--- src/rtl/instr_sequencer_pkg.sv ---
// Shared constants, state/kind encodings and strobe bundle for the instruction sequencer.
// Optional illegal-instruction trap is enabled by defining INSTR_SEQ_ILLEGAL_TRAP_EN.
package instr_sequencer_pkg;

    localparam logic [2:0] OP_MOV     = 3'b110;
    localparam logic [2:0] OP_ALU     = 3'b101;

    localparam logic [1:0] MOV_IMM_OP = 2'b10;
    localparam logic [1:0] MOV_REG_OP = 2'b00;

    localparam logic [1:0] ALU_ADD    = 2'b00;
    localparam logic [1:0] ALU_CMP    = 2'b01;
    localparam logic [1:0] ALU_AND    = 2'b10;
    localparam logic [1:0] ALU_MVN    = 2'b11;

    localparam logic [2:0] NSEL_NONE  = 3'b000;
    localparam logic [2:0] NSEL_RN    = 3'b001;
    localparam logic [2:0] NSEL_RD    = 3'b010;
    localparam logic [2:0] NSEL_RM    = 3'b100;

    localparam logic [1:0] VSEL_C     = 2'b00;
    localparam logic [1:0] VSEL_PC    = 2'b01;
    localparam logic [1:0] VSEL_IMM   = 2'b10;
    localparam logic [1:0] VSEL_MDATA = 2'b11;

    typedef enum logic [2:0] {
        S_WAIT   = 3'd0,
        S_DECODE = 3'd1,
        S_WR_IMM = 3'd2,
        S_GET_A  = 3'd3,
        S_GET_B  = 3'd4,
        S_ALU    = 3'd5,
        S_WR_RD  = 3'd6
`ifdef INSTR_SEQ_ILLEGAL_TRAP_EN
        ,
        S_ERR    = 3'd7
`endif
    } state_t;

    typedef enum logic [2:0] {
        K_MOV_IMM = 3'd0,
        K_MOV_REG = 3'd1,
        K_ADD     = 3'd2,
        K_CMP     = 3'd3,
        K_AND     = 3'd4,
        K_MVN     = 3'd5,
        K_BAD     = 3'd6
    } instr_kind_t;

    typedef struct packed {
        logic       w;
        logic [2:0] nsel;
        logic       loada;
        logic       loadb;
        logic       loadc;
        logic       loads;
        logic       asel;
        logic       bsel;
        logic [1:0] vsel;
        logic       write;
`ifdef INSTR_SEQ_ILLEGAL_TRAP_EN
        logic       err;
`endif
    } ctrl_t;

    // Map the {opcode, op} fields onto the supported instruction set.
    function automatic instr_kind_t classify(input logic [2:0] opcode, input logic [1:0] op);
        instr_kind_t kind;
        kind = K_BAD;
        case (opcode)
            OP_MOV: begin
                case (op)
                    MOV_IMM_OP: kind = K_MOV_IMM;
                    MOV_REG_OP: kind = K_MOV_REG;
                    default:    kind = K_BAD;
                endcase
            end
            OP_ALU: begin
                case (op)
                    ALU_ADD: kind = K_ADD;
                    ALU_CMP: kind = K_CMP;
                    ALU_AND: kind = K_AND;
                    ALU_MVN: kind = K_MVN;
                    default: kind = K_BAD;
                endcase
            end
            default: kind = K_BAD;
        endcase
        return kind;
    endfunction

endpackage

--- src/rtl/instr_seq_outdec.sv ---
// Combinational state -> datapath strobe table for the instruction sequencer.
// Adds the err strobe when INSTR_SEQ_ILLEGAL_TRAP_EN is defined.
module instr_seq_outdec
    import instr_sequencer_pkg::*;
(
    input  state_t      state,
    input  instr_kind_t kind,
    output ctrl_t       ctrl
);

    // Strobe decode; kind only matters in ALU, where opcode is held stable.
    always_comb begin
        ctrl      = '0;
        ctrl.nsel = NSEL_NONE;
        ctrl.vsel = VSEL_C;
        case (state)
            S_WAIT: begin
                ctrl.w = 1'b1;
            end
            S_DECODE: begin
                ctrl.w = 1'b0;
            end
            S_WR_IMM: begin
                ctrl.nsel  = NSEL_RN;
                ctrl.vsel  = VSEL_IMM;
                ctrl.write = 1'b1;
            end
            S_GET_A: begin
                ctrl.nsel  = NSEL_RN;
                ctrl.loada = 1'b1;
            end
            S_GET_B: begin
                ctrl.nsel  = NSEL_RM;
                ctrl.loadb = 1'b1;
            end
            S_ALU: begin
                ctrl.bsel = 1'b0;
                if ((kind == K_MOV_REG) || (kind == K_MVN)) begin
                    ctrl.asel = 1'b1;
                end else begin
                    ctrl.asel = 1'b0;
                end
                if (kind == K_CMP) begin
                    ctrl.loads = 1'b1;
                end else begin
                    ctrl.loadc = 1'b1;
                end
            end
            S_WR_RD: begin
                ctrl.nsel  = NSEL_RD;
                ctrl.vsel  = VSEL_C;
                ctrl.write = 1'b1;
            end
`ifdef INSTR_SEQ_ILLEGAL_TRAP_EN
            S_ERR: begin
                ctrl.err = 1'b1;
            end
`endif
            default: begin
                ctrl.w = 1'b0;
            end
        endcase
    end

endmodule

--- src/rtl/instr_sequencer.sv ---
// Moore sequencer driving the register-file/ALU datapath for the simple RISC ISA.
// Define INSTR_SEQ_ILLEGAL_TRAP_EN to trap unsupported instructions in a sticky ERR state.
module instr_sequencer
    import instr_sequencer_pkg::*;
#(
    parameter int CNT_W = 8
) (
    input  logic             clk,
    input  logic             reset,
    input  logic             s,
    input  logic [2:0]       opcode,
    input  logic [1:0]       op,
    output logic             w,
    output logic [2:0]       nsel,
    output logic             loada,
    output logic             loadb,
    output logic             loadc,
    output logic             loads,
    output logic             asel,
    output logic             bsel,
    output logic [1:0]       vsel,
    output logic             write,
    output logic [CNT_W-1:0] retired
`ifdef INSTR_SEQ_ILLEGAL_TRAP_EN
    ,
    output logic             err
`endif
);

    state_t           state_r;
    state_t           state_next_s;
    instr_kind_t      kind_s;
    logic             retire_s;
    ctrl_t            ctrl_next_s;
    ctrl_t            ctrl_r;
    logic [CNT_W-1:0] retired_r;

    assign kind_s = classify(opcode, op);

    // Next-state selection and detection of instruction completion.
    always_comb begin
        state_next_s = state_r;
        retire_s     = 1'b0;
        case (state_r)
            S_WAIT: begin
                if (s) begin
                    state_next_s = S_DECODE;
                end else begin
                    state_next_s = S_WAIT;
                end
            end
            S_DECODE: begin
                case (kind_s)
                    K_MOV_IMM:        state_next_s = S_WR_IMM;
                    K_MOV_REG, K_MVN: state_next_s = S_GET_B;
                    K_ADD, K_CMP, K_AND: state_next_s = S_GET_A;
`ifdef INSTR_SEQ_ILLEGAL_TRAP_EN
                    default:          state_next_s = S_ERR;
`else
                    default:          state_next_s = S_WAIT;
`endif
                endcase
            end
            S_WR_IMM: begin
                state_next_s = S_WAIT;
                retire_s     = 1'b1;
            end
            S_GET_A: begin
                state_next_s = S_GET_B;
            end
            S_GET_B: begin
                state_next_s = S_ALU;
            end
            S_ALU: begin
                if (kind_s == K_CMP) begin
                    state_next_s = S_WAIT;
                    retire_s     = 1'b1;
                end else begin
                    state_next_s = S_WR_RD;
                end
            end
            S_WR_RD: begin
                state_next_s = S_WAIT;
                retire_s     = 1'b1;
            end
`ifdef INSTR_SEQ_ILLEGAL_TRAP_EN
            S_ERR: begin
                state_next_s = S_ERR;
            end
`endif
            default: begin
                state_next_s = S_WAIT;
            end
        endcase
    end

    // Strobes are decoded from the upcoming state so they land in a register with it.
    instr_seq_outdec u_outdec (
        .state (state_next_s),
        .kind  (kind_s),
        .ctrl  (ctrl_next_s)
    );

    // State, registered strobes and retired-instruction counter.
    always_ff @(posedge clk) begin
        if (reset) begin
            state_r   <= S_WAIT;
            ctrl_r    <= '0;
            ctrl_r.w  <= 1'b1;
            retired_r <= '0;
        end else begin
            state_r <= state_next_s;
            ctrl_r  <= ctrl_next_s;
            if (retire_s) begin
                retired_r <= retired_r + CNT_W'(1);
            end else begin
                retired_r <= retired_r;
            end
        end
    end

    assign w       = ctrl_r.w;
    assign nsel    = ctrl_r.nsel;
    assign loada   = ctrl_r.loada;
    assign loadb   = ctrl_r.loadb;
    assign loadc   = ctrl_r.loadc;
    assign loads   = ctrl_r.loads;
    assign asel    = ctrl_r.asel;
    assign bsel    = ctrl_r.bsel;
    assign vsel    = ctrl_r.vsel;
    assign write   = ctrl_r.write;
    assign retired = retired_r;
`ifdef INSTR_SEQ_ILLEGAL_TRAP_EN
    assign err     = ctrl_r.err;
`endif

endmodule
--- config.mk ---
export PLATFORM = sky130hd
export DESIGN_NAME = instr_sequencer
export DESIGN_NICKNAME = d
export VERILOG_FILES = /design/src/rtl/instr_sequencer_pkg.sv /design/src/rtl/instr_seq_outdec.sv /design/src/rtl/instr_sequencer.sv
export SDC_FILE = /design/constraint.sdc
export NUM_CORES = 1
export LEC_CHECK = 0
export CORE_MARGIN = 8
export CORE_UTILIZATION = 35
export DETAILED_ROUTE_END_ITERATION = 6
export PLACE_DENSITY = 0.63
export SLEW_MARGIN = 20
export SYNTH_ARGS = -nofsm -noshare
export SYNTH_HDL_FRONTEND = slang
export SYNTH_SLANG_ARGS = --single-unit
--- constraint.sdc ---
create_clock -name clk -period 2.1 [get_ports clk]
set_input_delay 0.315 -clock clk [delete_from_list [all_inputs] [get_ports clk]]
set_output_delay 0.315 -clock clk [all_outputs]
set_load 0.01 [all_outputs]
Word-level counts from Yosys, hierarchy flattened
Cells that the tools add are included.

word-level totals
  register bits = 24
  input port bits = 8
  output and inout bits = 21
  logic and storage cells = 61

operators by class
  $add $sub $neg = 1
  equal/unequal tests = 21
  multiplexer cells = 16
  bitwise gates (word level) = 1
  reductions and logical operators = 10

operators with widths
  operator               number
  $eq A3 B3 Y1 const B   10
  $eq A3 B2 Y1 const B   6
  $pmux W3 S2            3
  $pmux W3 S3            2
  $pmux W3 S5            1
  $pmux W3 S4            1
  $logic_not A3 Y1       3
  $add A8 B1 Y8 const B  1
  $reduce_or A2 Y1       4
  $mux W1                7
  $eq A3 B1 Y1 const B   2
  $eq A2 B2 Y1 const B   2
  $mux W3                1
  $reduce_or A3 Y1       1
  $eq A2 B1 Y1 const B   1
  $logic_not A2 Y1       1
  $pmux W1 S2            1
  $logic_or A1 B1 Y1     1
  $not A1 Y1             1

Depth between registers and ports, before layout
  depth in word-level cells = 10
  mapped depth = 5

By module
Synthesis repeated with hierarchy kept, for this count alone.

second synthesis, totals
  cell total of the unflattened synthesis = 119
  area total of the unflattened synthesis = 1,122.3 um^2

by module, submodules not included
  module            times used  cells an instance  area an instance (um^2)  seq. area each (um^2)
  instr_sequencer   1           102                1,007.2                  480.5
  instr_seq_outdec  1           17                 115.1                    0.0

Worst setup path after synthesis
Ideal clock, no wire load.

  kind = input port to flip-flop
  start = input op[1]
  end = register retired_r[5] (netlist: retired[5])
  arrival time = 1.512 ns
  required time = 2.029 ns
  path slack = 0.518 ns
  stages on the path = 4
  buffers on the path = 0
  cells stage by stage = nand2b_1 o32a_4 or4_1 a21oi_1

between the ends
  word-level cells in the longest chain between the ends = 6
  elaborated cells between the ends (all ways) = 10
  classes of those cells = eq/ne (4); mux (5); reduce/logical (1)

ends and longest elaborated chain
  element                                     line                                                  source
  from (decl)                                 instr_sequencer.sv:12                                 input logic [1:0] op,
  $eq A2 B2 Y1, or another cell as far along  instr_sequencer_pkg.sv:79                             case (op)
  $pmux W3 S4 or $pmux W3 S2 (tied branches)  instr_sequencer_pkg.sv:79, instr_sequencer_pkg.sv:72
  $pmux W3 S2 *                               instr_sequencer_pkg.sv:70                             case (opcode)
  $eq A3 B2 Y1 *                              instr_sequencer.sv:75                                 if (kind_s == K_CMP) begin
  $mux W1 *                                   instr_sequencer.sv:75
  $pmux W1 S2 *                               instr_sequencer.sv:44                                 case (state_r)
  to (signal assigned)                        instr_sequencer.sv:115                                retired_r <= retired_r + CNT_W'(1);
  to (signal assigned)                        instr_sequencer.sv:117                                retired_r <= retired_r;
  to (decl)                                   instr_sequencer.sv:36                                 logic [CNT_W-1:0] retired_r;

Mark *: on every way between the ends. The rest lies on a longest branch, timed or not.
A chain may end at the register's enable or synchronous reset.

Worst setup path in the final report
  start = input op[0]
  end = register ctrl_r (netlist bit loadc)

between the ends
  word-level cells in the longest chain between the ends = 10
  elaborated cells between the ends (all ways) = 22
  classes of those cells = eq/ne (9); mux (7); bitwise (1); reduce/logical (5)

ends and longest elaborated chain
  element                                               line                                                                  source
  $eq A2 B2 Y1, or another cell as far along            instr_sequencer_pkg.sv:79
  $pmux W3 S4 or $pmux W3 S2 (tied branches)            instr_sequencer_pkg.sv:79, instr_sequencer_pkg.sv:72
  $pmux W3 S2 *                                         instr_sequencer_pkg.sv:70
  $eq A3 B2 Y1, or another cell as far along            instr_seq_outdec.sv:43, instr_sequencer.sv:53, instr_sequencer.sv:75
  $reduce_or A3 Y1 or $reduce_or A2 Y1 (tied branches)  instr_sequencer.sv:53                                                 case (kind_s)
  $pmux W3 S3                                           instr_sequencer.sv:53
  $pmux W3 S5                                           instr_sequencer.sv:44
  $eq A3 B3 Y1                                          instr_seq_outdec.sv:16                                                case (state)
  $not A1 Y1 (no line)                                  n/a
  $reduce_or A2 Y1 (no line)                            n/a
  to (signal assigned)                                  instr_sequencer.sv:113                                                ctrl_r <= ctrl_next_s;
  to (decl)                                             instr_sequencer.sv:35                                                 ctrl_t ctrl_r;

Marks and branches as above.

==> metrics.txt <==
outcome=complete, no violations; final worst-path cycle share=90.70%; chip width=67.95 um; skew final=5.554 ps; combinational power share=11.0%; vias in the first global route=850; Reg clk slew, reported paths=120 ps; CTS tree=built; port bufs=26; crit path to=loadc$_SDFF_PP0_; Startpoint Class=primary input; Synth area leader=dfxtp_1; Switch Pwr=159.0 uW; Power Internal=513.8 uW; leading cell type in the layout, fill and taps excluded=clkdlybuf4s50_1; antenna violations before repair=0; Final Max Slew Viols=0; Clk Tree Root Cell=clkbuf_4; clock sinks=21; Vias=861; ANT cells=0; Hold-fix buffers, CTS=0; Final Hold Slack=492.7 ps; WL per Instance=13.07 um; YS warnings=0; synth top area cells=dfxtp_1 (45%), nor2_1 (3.6%), buf_4 (3.2%); final count of hold timing violations=0; share of cells above drive strength 1=17.16%; number of synthesized register bits=21; maxcap violations=0; Crit. End Element=flop; CP startpoint=op[0]; H-tree Lvls=1; worst-skew pair later-pin latency=300 ps; crit path max fanout=6; Fmax=525.0 MHz; Post-Syn Area=944.7 um2; drt pass-1 iters=2; first-pass GRT wire length=3.650 mm; Worst VDD drop=347.2 uV; post-CTS setup buffer count=0; vias per std cell=5.218; post-synthesis async set-or-reset flop share=0%; FF-to-FF Start=state_r[2]$_SDFF_PP0_; Syn-to-layout area delta=38.54%; Crit Reg-Reg Endpoint=retired[5]$_SDFFE_PP0P_; register area share after synthesis=44.50%; clock power share=28.6%; Setup Viol. Count Final=0; power density cells=514.1 nW/um2; Leak=0.0004767 uW; top cell type's share of synthesized area=44.50%; Syn Area/Cell=9.542 um2; Setup WS pre-CTS=-96.38 ps; setup ws final=195.3 ps; clk buf depth=2; Cell Count Post-Placement=161; Placed Area=1281 um2; CTS Buf Count=3; r2r setup slk=430 ps; met3 Use GR=3.764%; Setup TNS Final=0 ps; unrepaired setup endpoints after global routing=no; Seq. cell area=420.4 um2; Post-synth EDFFs=0; Worst Path Required=2300 ps; footprint of the multi-input gates=483.0 um2; WS Path Type=primary input to flop; layout net count=144; GP Congestion=0.7684; Tmin final=1905 ps; Gates resized, CTS repair=0; Filler cells=270; Post-Syn Instances=99; Most Crowded Layer GR=met2; FP Rows=19; Reg2Reg Depth=4; ys flop type=dfxtp_1; Overflow after GRT=0; io pins=29; final instance area=1309 um2; Yosys cell types=40; GR Util met2=18.17%; largest net degree at the start of global routing=17; Die Y=67.95 um; starting density of the core=35.48%; total track usage=9.963%; full die area=4617 um2; DRC=0; Starting DRT DRC Count=45; final wirelength=2.157 mm; non-filler instance count after layout=165; critical path arrival=2110 ps; sequential power share=60.4%; met1 Use GR=10.31%; Sw Share=23.64%; remaining antenna violation count after routing=0; most frequent cells in the layout=clkdlybuf4s50_1 (26), dfxtp_1 (21), nor2_1 (9), buf_4 (9), nand2_1 (6); Core ar.=2663 um2; HP Class=flop to flop; placed wire-length estimate=1.677 mm
worst min-delay path by stage:
stage / startpoint / end / slack (ps) / cells after the start
floorplan: reset / loada$_SDFF_PP0_ / 390 / 1
global placement: retired[7]$_SDFFE_PP0P_ / retired[7]$_SDFFE_PP0P_ / 470 / 2
detailed placement: retired[7]$_SDFFE_PP0P_ / retired[7]$_SDFFE_PP0P_ / 480 / 2
CTS: retired[7]$_SDFFE_PP0P_ / retired[7]$_SDFFE_PP0P_ / 500 / 2
global route: retired[7]$_SDFFE_PP0P_ / retired[7]$_SDFFE_PP0P_ / 530 / 2
finish: retired[7]$_SDFFE_PP0P_ / retired[7]$_SDFFE_PP0P_ / 490 / 2
power by group through the flow:
stage	clock network [uW]	registers, uW	logic, uW
2_1_floorplan	0	416	35.0
3_3_place_gp	0	415	72.5
3_5_place_dp	0	416	73.8
4_1_cts	206	407	73.9
5_1_grt	219	407	80.1
6_report	192	406	73.9
logic make-up (layout without fill, tap and decap cells):
| logic type | count (synthesis) | in the layout | synth area share, % |
|---|---|---|---|
| multiplexers | 1 | 1 | 1.060 |
| buffers and inverters | 8 | 42 | 4.768 |
| AND/OR/NAND/NOR | 45 | 45 | 30.20 |
| XOR/XNOR | 1 | 1 | 0.9273 |
| other | 1 | 2 | 0.3970 |
| adder cells (fa/ha/maj) | 1 | 1 | 1.324 |
| AO/OA/AOI/OAI | 21 | 21 | 16.82 |
| flip-flops | 21 | 21 | 44.50 |
worst max-delay path: stages:
cell	delay, ps
clkdlybuf4s50_1	500
or3b_2	530
o22ai_1	220
o21a_1	270
nor4b_2	270
synth_stat cells (2+ instances only):
cell / number
or3_1: 3
and4bb_2: 2
nor3b_1: 2
o21ai_0: 4
dfxtp_1: 21
nand3_1: 4
inv_1: 3
nand2b_1: 2
or2_2: 2
nor4_1: 2
or4_1: 2
nand2_1: 6
buf_4: 4
nor2_1: 9
a21oi_1: 5
nand3b_1: 2
nor3_1: 2
o31ai_1: 2
per-stage QoR:
stage / utilization (%) / power (uW)
floorplan: - / 451.3
global placement: 48.12 / 488.0
detailed placement: 48.12 / 489.4
CTS: 49.15 / 686.6
global route: 49.15 / 706.5
finish: 49.15 / 672.9
metal layers:
metal	vias to the layer above	share of wire (%)	wire, um
li1	432	-	-
met1	405	44	947
met2	22	46	990
met3	2	9.3	201
met4	0	0.88	19
met5	-	0	0
cell type report:
class / instances / share of cell area [%]
multi-input combinational: 71 / 36.90
sequential: 21 / 32.12
timing repair buffer: 35 / 25.05
tap: 31 / 2.964
clock buffer: 3 / 1.721
inverter: 3 / 0.8604
clock inverter: 1 / 0.3824
flip-flops by register name, summed over array words and instances (netlist names):
name / flops
asel: 1
loada: 1
loadb: 1
loadc: 1
loads: 1
nsel: 2
retired: 8
state_r: 3
vsel: 1
w: 1
write: 1
Power figures use the tool's default switching activity.
